**src/rtl/cpu_defs.sv**
```systemverilog
// rtl/cpu_defs.sv - shared CPU definitions: memory-op encoding, ExcCodes, address map
package cpu_defs;

  typedef enum logic [3:0] {
    MEM_NONE = 4'd0,
    MEM_LW   = 4'd1,
    MEM_LH   = 4'd2,
    MEM_LHU  = 4'd3,
    MEM_LB   = 4'd4,
    MEM_LBU  = 4'd5,
    MEM_SW   = 4'd6,
    MEM_SH   = 4'd7,
    MEM_SB   = 4'd8
  } mem_op_e;

  localparam logic [4:0] EXC_INT  = 5'd0;
  localparam logic [4:0] EXC_ADEL = 5'd4;
  localparam logic [4:0] EXC_ADES = 5'd5;
  localparam logic [4:0] EXC_RI   = 5'd10;
  localparam logic [4:0] EXC_OV   = 5'd12;

  localparam logic [31:0] DM_END_DEF   = 32'h0000_2FFF;
  localparam logic [31:0] TC0_BASE_DEF = 32'h0000_7F00;
  localparam logic [31:0] TC1_BASE_DEF = 32'h0000_7F10;
  localparam logic [31:0] IG_BASE_DEF  = 32'h0000_7F20;

  localparam logic [31:0] TC_WIN_LAST = 32'd11;
  localparam logic [31:0] IG_WIN_LAST = 32'd3;
  localparam logic [31:0] TC_COUNT_OFS = 32'd8;

endpackage

```
**src/rtl/mem_addr_check.sv**
```systemverilog
// rtl/mem_addr_check.sv - combinational load/store address fault detection
module mem_addr_check
  import cpu_defs::*;
#(
  parameter logic [31:0] DM_END   = DM_END_DEF,
  parameter logic [31:0] TC0_BASE = TC0_BASE_DEF,
  parameter logic [31:0] TC1_BASE = TC1_BASE_DEF,
  parameter logic [31:0] IG_BASE  = IG_BASE_DEF
) (
  input  logic [31:0] addr,
  input  logic [3:0]  mem_op,
  input  logic        ovf,
  output logic        adel,
  output logic        ades
);

  logic is_load, is_store, is_word, is_half;
  logic in_dm, in_tc0, in_tc1, in_ig, in_dev;
  logic misaligned, count_write, fault;

  always_comb begin
    is_load  = mem_op inside {MEM_LW, MEM_LH, MEM_LHU, MEM_LB, MEM_LBU};
    is_store = mem_op inside {MEM_SW, MEM_SH, MEM_SB};
    is_word  = mem_op inside {MEM_LW, MEM_SW};
    is_half  = mem_op inside {MEM_LH, MEM_LHU, MEM_SH};

    in_dm  = addr <= DM_END;
    in_tc0 = (addr >= TC0_BASE) && (addr <= TC0_BASE + TC_WIN_LAST);
    in_tc1 = (addr >= TC1_BASE) && (addr <= TC1_BASE + TC_WIN_LAST);
    in_ig  = (addr >= IG_BASE)  && (addr <= IG_BASE + IG_WIN_LAST);
    in_dev = in_tc0 || in_tc1 || in_ig;

    misaligned  = (is_word && (addr[1:0] != 2'b00)) || (is_half && addr[0]);
    // Timer COUNT registers are read-only
    count_write = (mem_op == MEM_SW) &&
                  ((addr == TC0_BASE + TC_COUNT_OFS) || (addr == TC1_BASE + TC_COUNT_OFS));

    fault = ovf || misaligned || !(in_dm || in_dev) || (in_dev && !is_word) || count_write;

    adel = is_load && fault;
    ades = is_store && fault;
  end

endmodule

```
**src/rtl/ex_mem_reg.sv**
```systemverilog
// rtl/ex_mem_reg.sv - EX/MEM pipeline register with Ov/AdEL/AdES exception resolution
module ex_mem_reg
  import cpu_defs::*;
#(
  parameter logic [31:0] DM_END   = DM_END_DEF,
  parameter logic [31:0] TC0_BASE = TC0_BASE_DEF,
  parameter logic [31:0] TC1_BASE = TC1_BASE_DEF,
  parameter logic [31:0] IG_BASE  = IG_BASE_DEF
) (
  input  logic        clk,
  input  logic        reset,
  input  logic        stall,
  input  logic        flush,
  input  logic [31:0] in_pc,
  input  logic        in_bd,
  input  logic        in_exc_vld,
  input  logic [4:0]  in_exc_code,
  input  logic        in_ov_chk,
  input  logic [3:0]  in_mem_op,
  input  logic [31:0] in_alu_res,
  input  logic        in_alu_ovf,
  input  logic [31:0] in_rt_data,
  input  logic [4:0]  in_wr_reg,
  output logic [31:0] out_pc,
  output logic        out_bd,
  output logic [31:0] out_alu_res,
  output logic [31:0] out_rt_data,
  output logic [4:0]  out_wr_reg,
  output logic [3:0]  out_mem_op,
  output logic        out_exc_vld,
  output logic [4:0]  out_exc_code
);

  logic        adel, ades;
  logic        exc_now;
  logic [4:0]  code_now;

  logic [31:0] pc_q, pc_d;
  logic        bd_q, bd_d;
  logic [31:0] alu_q, alu_d;
  logic [31:0] rt_q, rt_d;
  logic [4:0]  wr_q, wr_d;
  logic [3:0]  op_q, op_d;
  logic        exc_q, exc_d;
  logic [4:0]  code_q, code_d;

  mem_addr_check #(
    .DM_END  (DM_END),
    .TC0_BASE(TC0_BASE),
    .TC1_BASE(TC1_BASE),
    .IG_BASE (IG_BASE)
  ) u_addr_check (
    .addr  (in_alu_res),
    .mem_op(in_mem_op),
    .ovf   (in_alu_ovf),
    .adel  (adel),
    .ades  (ades)
  );

  always_comb begin
    exc_now  = 1'b1;
    code_now = EXC_INT;
    if (in_exc_vld)                  code_now = in_exc_code;
    else if (in_ov_chk && in_alu_ovf) code_now = EXC_OV;
    else if (adel)                   code_now = EXC_ADEL;
    else if (ades)                   code_now = EXC_ADES;
    else                             exc_now  = 1'b0;
  end

  always_comb begin
    pc_d   = pc_q;
    bd_d   = bd_q;
    alu_d  = alu_q;
    rt_d   = rt_q;
    wr_d   = wr_q;
    op_d   = op_q;
    exc_d  = exc_q;
    code_d = code_q;
    if (flush) begin
      pc_d   = '0;
      bd_d   = 1'b0;
      alu_d  = '0;
      rt_d   = '0;
      wr_d   = '0;
      op_d   = MEM_NONE;
      exc_d  = 1'b0;
      code_d = '0;
    end else if (!stall) begin
      // PC/BD/address still latched on a fault so CP0 can capture EPC and BadVAddr
      pc_d   = in_pc;
      bd_d   = in_bd;
      alu_d  = in_alu_res;
      rt_d   = in_rt_data;
      wr_d   = exc_now ? 5'd0 : in_wr_reg;
      op_d   = exc_now ? MEM_NONE : in_mem_op;
      exc_d  = exc_now;
      code_d = code_now;
    end
  end

  always_ff @(posedge clk or posedge reset) begin
    if (reset) begin
      pc_q   <= '0;
      bd_q   <= 1'b0;
      alu_q  <= '0;
      rt_q   <= '0;
      wr_q   <= '0;
      op_q   <= MEM_NONE;
      exc_q  <= 1'b0;
      code_q <= '0;
    end else begin
      pc_q   <= pc_d;
      bd_q   <= bd_d;
      alu_q  <= alu_d;
      rt_q   <= rt_d;
      wr_q   <= wr_d;
      op_q   <= op_d;
      exc_q  <= exc_d;
      code_q <= code_d;
    end
  end

  assign out_pc       = pc_q;
  assign out_bd       = bd_q;
  assign out_alu_res  = alu_q;
  assign out_rt_data  = rt_q;
  assign out_wr_reg   = wr_q;
  assign out_mem_op   = op_q;
  assign out_exc_vld  = exc_q;
  assign out_exc_code = code_q;

endmodule
```
**config.mk**
```make
export PLATFORM = sky130hd
export DESIGN_NAME = ex_mem_reg
export DESIGN_NICKNAME = d
export VERILOG_FILES = /design/src/rtl/cpu_defs.sv /design/src/rtl/mem_addr_check.sv /design/src/rtl/ex_mem_reg.sv
export SDC_FILE = /design/constraint.sdc
export NUM_CORES = 1
export LEC_CHECK = 0
export ABC_CLOCK_PERIOD_IN_PS = 3970
export CAP_MARGIN = 10
export CORE_MARGIN = 2
export CORE_UTILIZATION = 35
export CTS_CLUSTER_DIAMETER = 120
export DETAILED_ROUTE_END_ITERATION = 7
export GPL_TIMING_DRIVEN = 0
export PLACE_DENSITY_LB_ADDON = 0.08
export SYNTH_ARGS = -nofsm -noshare
export SYNTH_HDL_FRONTEND = slang
export SYNTH_HIERARCHICAL = 1
export SYNTH_SLANG_ARGS = --single-unit
```
**constraint.sdc**
```tcl
create_clock -name clk -period 3.97 [get_ports clk]
set_input_delay 0.5955 -clock clk [delete_from_list [all_inputs] [get_ports clk]]
set_output_delay 0.5955 -clock clk [all_outputs]
set_load 0.05 [all_outputs]
```
==> results.json <==
{
  "hold_ws_ps": 500.2,
  "hold_viol": 0,
  "setup_viol": 0,
  "powerDensity_nw_per_um2": 373.2,
  "cts_resized": 0,
  "drive_above_1_share_pct": 5.199,
  "first_iter_violations": 145,
  "finClkSkew_ps": 0,
  "overflow": 0,
  "synthTopCellsByCount": "dfrtp_1 (112), nor2_1 (99), mux2i_1 (97), clkbuf_1 (13), nand2_1 (12)",
  "ys_seq_area_share_pct": 58.47,
  "layout.cells.non_filler": 830,
  "grt_pass1_vias": 4094,
  "n_antenna_cell": 0,
  "area_delta_synth_final_pct": 59.18,
  "finalCriticalPeriod_ps": 2884,
  "cts.htree.levels": 3,
  "peakVddDrop_mv": 0.1899,
  "arrival_ps": 3150,
  "rsz0062_at_grt": "false",
  "ys.flop_type": "dfrtp_1",
  "cts-root-buf": "clkbuf_16",
  "wire_per_inst_um": 16.31,
  "synth_top_area_share_pct": 58.47,
  "maxSlewViolCount": 0,
  "synth_most_common_cell": "dfrtp_1",
  "cp_slowest_cell": "clkdlybuf4s50_1",
  "rows": 42,
  "synthArstFlopShare_pct": 100.0,
  "postCtsHoldBufs": 0,
  "final_net_count": 767,
  "hold_depth": 1,
  "rrSetupSlack_ps": 3220,
  "ctsLongestPathBuffers": 2,
  "ys.warnings.count": 6,
  "die_h_um": 121.0,
  "cts_sinks": 112,
  "coreArea_um2": 13300,
  "cts_tree": "yes",
  "drc_errors": 0,
  "finalWirelength_um": 13540,
  "ys_ff_latch": 112,
  "die_area_um2": 14650,
  "worst_pin_slew_ps": 625.7,
  "vias_per_cell": 4.737,
  "synth_area_leader_cell": "dfrtp_1",
  "grt_max_degree": 78,
  "r2r_cells": 2,
  "grt_antenna_before_repair": 0,
  "num_io_pins": 230,
  "finalCritPeriodShare_pct": 72.65,
  "dpl.hpwl_um": 10030,
  "synth_edf_count": 0,
  "path_max_fanout": 10,
  "nFillCells": 1147,
  "antenna_left": 0,
  "slew_headroom_pct": 58.29,
  "syn_area_um2": 4793,
  "routed-via-count": 3932,
  "ys_types": 40,
  "die_x_um": 121.0,
  "synth.area.top_cells": "dfrtp_1 (58%), mux2i_1 (20%), nor2_1 (7.8%), nand3b_1 (1.4%), a21oi_1 (1.0%)",
  "synth_area_per_cell_um2": 11.72,
  "start_util_pct": 36.05,
  "status": "finished, final reports clean",
  "max_freq_mhz": 346.7,
  "leakagePower_nw": 3.457,
  "dp_cells": 814,
  "grt_pass1_wl_um": 21250,
  "critical_path.max_stage_delay_ps": 620,
  "required_ps": 4240,
  "syn_inst": 409,
  "cp_cell_sequence": "clkdlybuf4s50_1 -> and4bb_1 -> o32a_1 -> nor4_2 -> o21ai_1 -> a2111oi_4 -> buf_6 -> nand3b_1 -> a21oi_1",
  "totalNegativeSetupSlack_ps": 0,
  "finalWeightedCongestion": 0.7186,
  "endpoint_kind": "flip-flop",
  "synth_nets": 527,
  "cts_setup_buffers": 0,
  "firstDrtPassIters": 4,
  "drv_cap": 0,
  "globalRouteTotalUtil_pct": 18.69,
  "cts_made_buffers": 9,
  "crit_path_start_kind": "primary input",
  "portBuffers": 228,
  "clock_latency_ps": 340,
  "crit_type": "primary input to flip-flop",
  "min_path_type": "flip-flop to flip-flop",
  "clk_pin_slew_worst_paths_ps": 70
}
-- layout by cell type, fill, tap and decap left out, types with 2 or more instances in the layout --
master	Yosys	layout
dfrtp_1	112	112
o21ai_0	3	3
o21a_1	2	2
clkbuf_8	0	2
nor3_1	3	3
nand3b_1	9	9
a32o_1	2	2
a21oi_1	10	10
buf_2	6	6
nor4_1	3	3
nand2_1	12	12
a221oi_1	2	2
clkdlybuf4s50_1	0	228
inv_1	3	2
mux2i_1	97	97
clkbuf_1	13	16
nor2_1	99	99
buf_4	6	6
buf_6	2	2
clkbuf_16	0	9
nor2b_1	3	3
-- routing by layer --
layer	GRT usage, %	wire [um]
met2	30.97	6617
met4	6.177	180
met1	23.25	5637
met5	0	0
met3	5.686	1101
-- final timing paths --
path / from / end
max: in_mem_op[3] / out_mem_op[1]
max reg2reg: out_exc_code[3] / out_exc_code[3]
min in group asynchronous: reset / out_pc[0]
min reg2reg: out_mem_op[3] / out_mem_op[3]
min: out_mem_op[3] / out_mem_op[3]
max in group asynchronous: reset / out_exc_code[0]
-- power breakdown --
| part | total, mW | switching (mW) | internal [mW] |
|---|---|---|---|
| registers | 1.23 | 0.0321 | 1.20 |
| clock network | 0.930 | 0.404 | 0.526 |
| logic | 0.684 | 0.399 | 0.286 |
| total | 2.85 | 0.835 | 2.01 |
-- layout make-up --
cell class | instances | area [um2] | area share (%)
flip-flops and latches | 112 | 2803 | 36.73
repair buffers | 229 | 2310 | 30.27
multi-input cells | 267 | 1833 | 24.02
clock buffers | 14 | 264.0 | 3.460
well taps | 176 | 220.2 | 2.886
plain buffers | 27 | 146.4 | 1.919
clock inverters | 2 | 37.54 | 0.4920
inverters | 3 | 16.27 | 0.2132
-- cell families (layout without fill, tap and decap cells) --
family,Yosys count,in the layout,share of synthesized area (%)
simple gates,139,139,13.03
flops,112,112,58.47
mux,97,97,20.26
compound gates,31,31,4.960
buf+inv,30,275,3.289
-- worst max-delay path, delay by kind of cell --
kind / cells / cell delay [ps]
buffers and inverters: 2 / 820
and+or+nand+nor: 3 / 750
AOI/OAI and AO/OA: 4 / 980
-- through the flow --
step	instance area, um2	power [mW]	setup WS [ps]	util, %
final	7630	2.847	1086	57.39
after global routing	7630	2.977	925.4	57.39
after CTS	7630	2.882	1077	57.39
after detailed placement	7328	1.946	737.8	55.12
after global placement	7296	1.934	-1341	54.87
after floorplan	4793	1.641	415.5	-
Note: power is estimated with default switching activity, not from simulation.
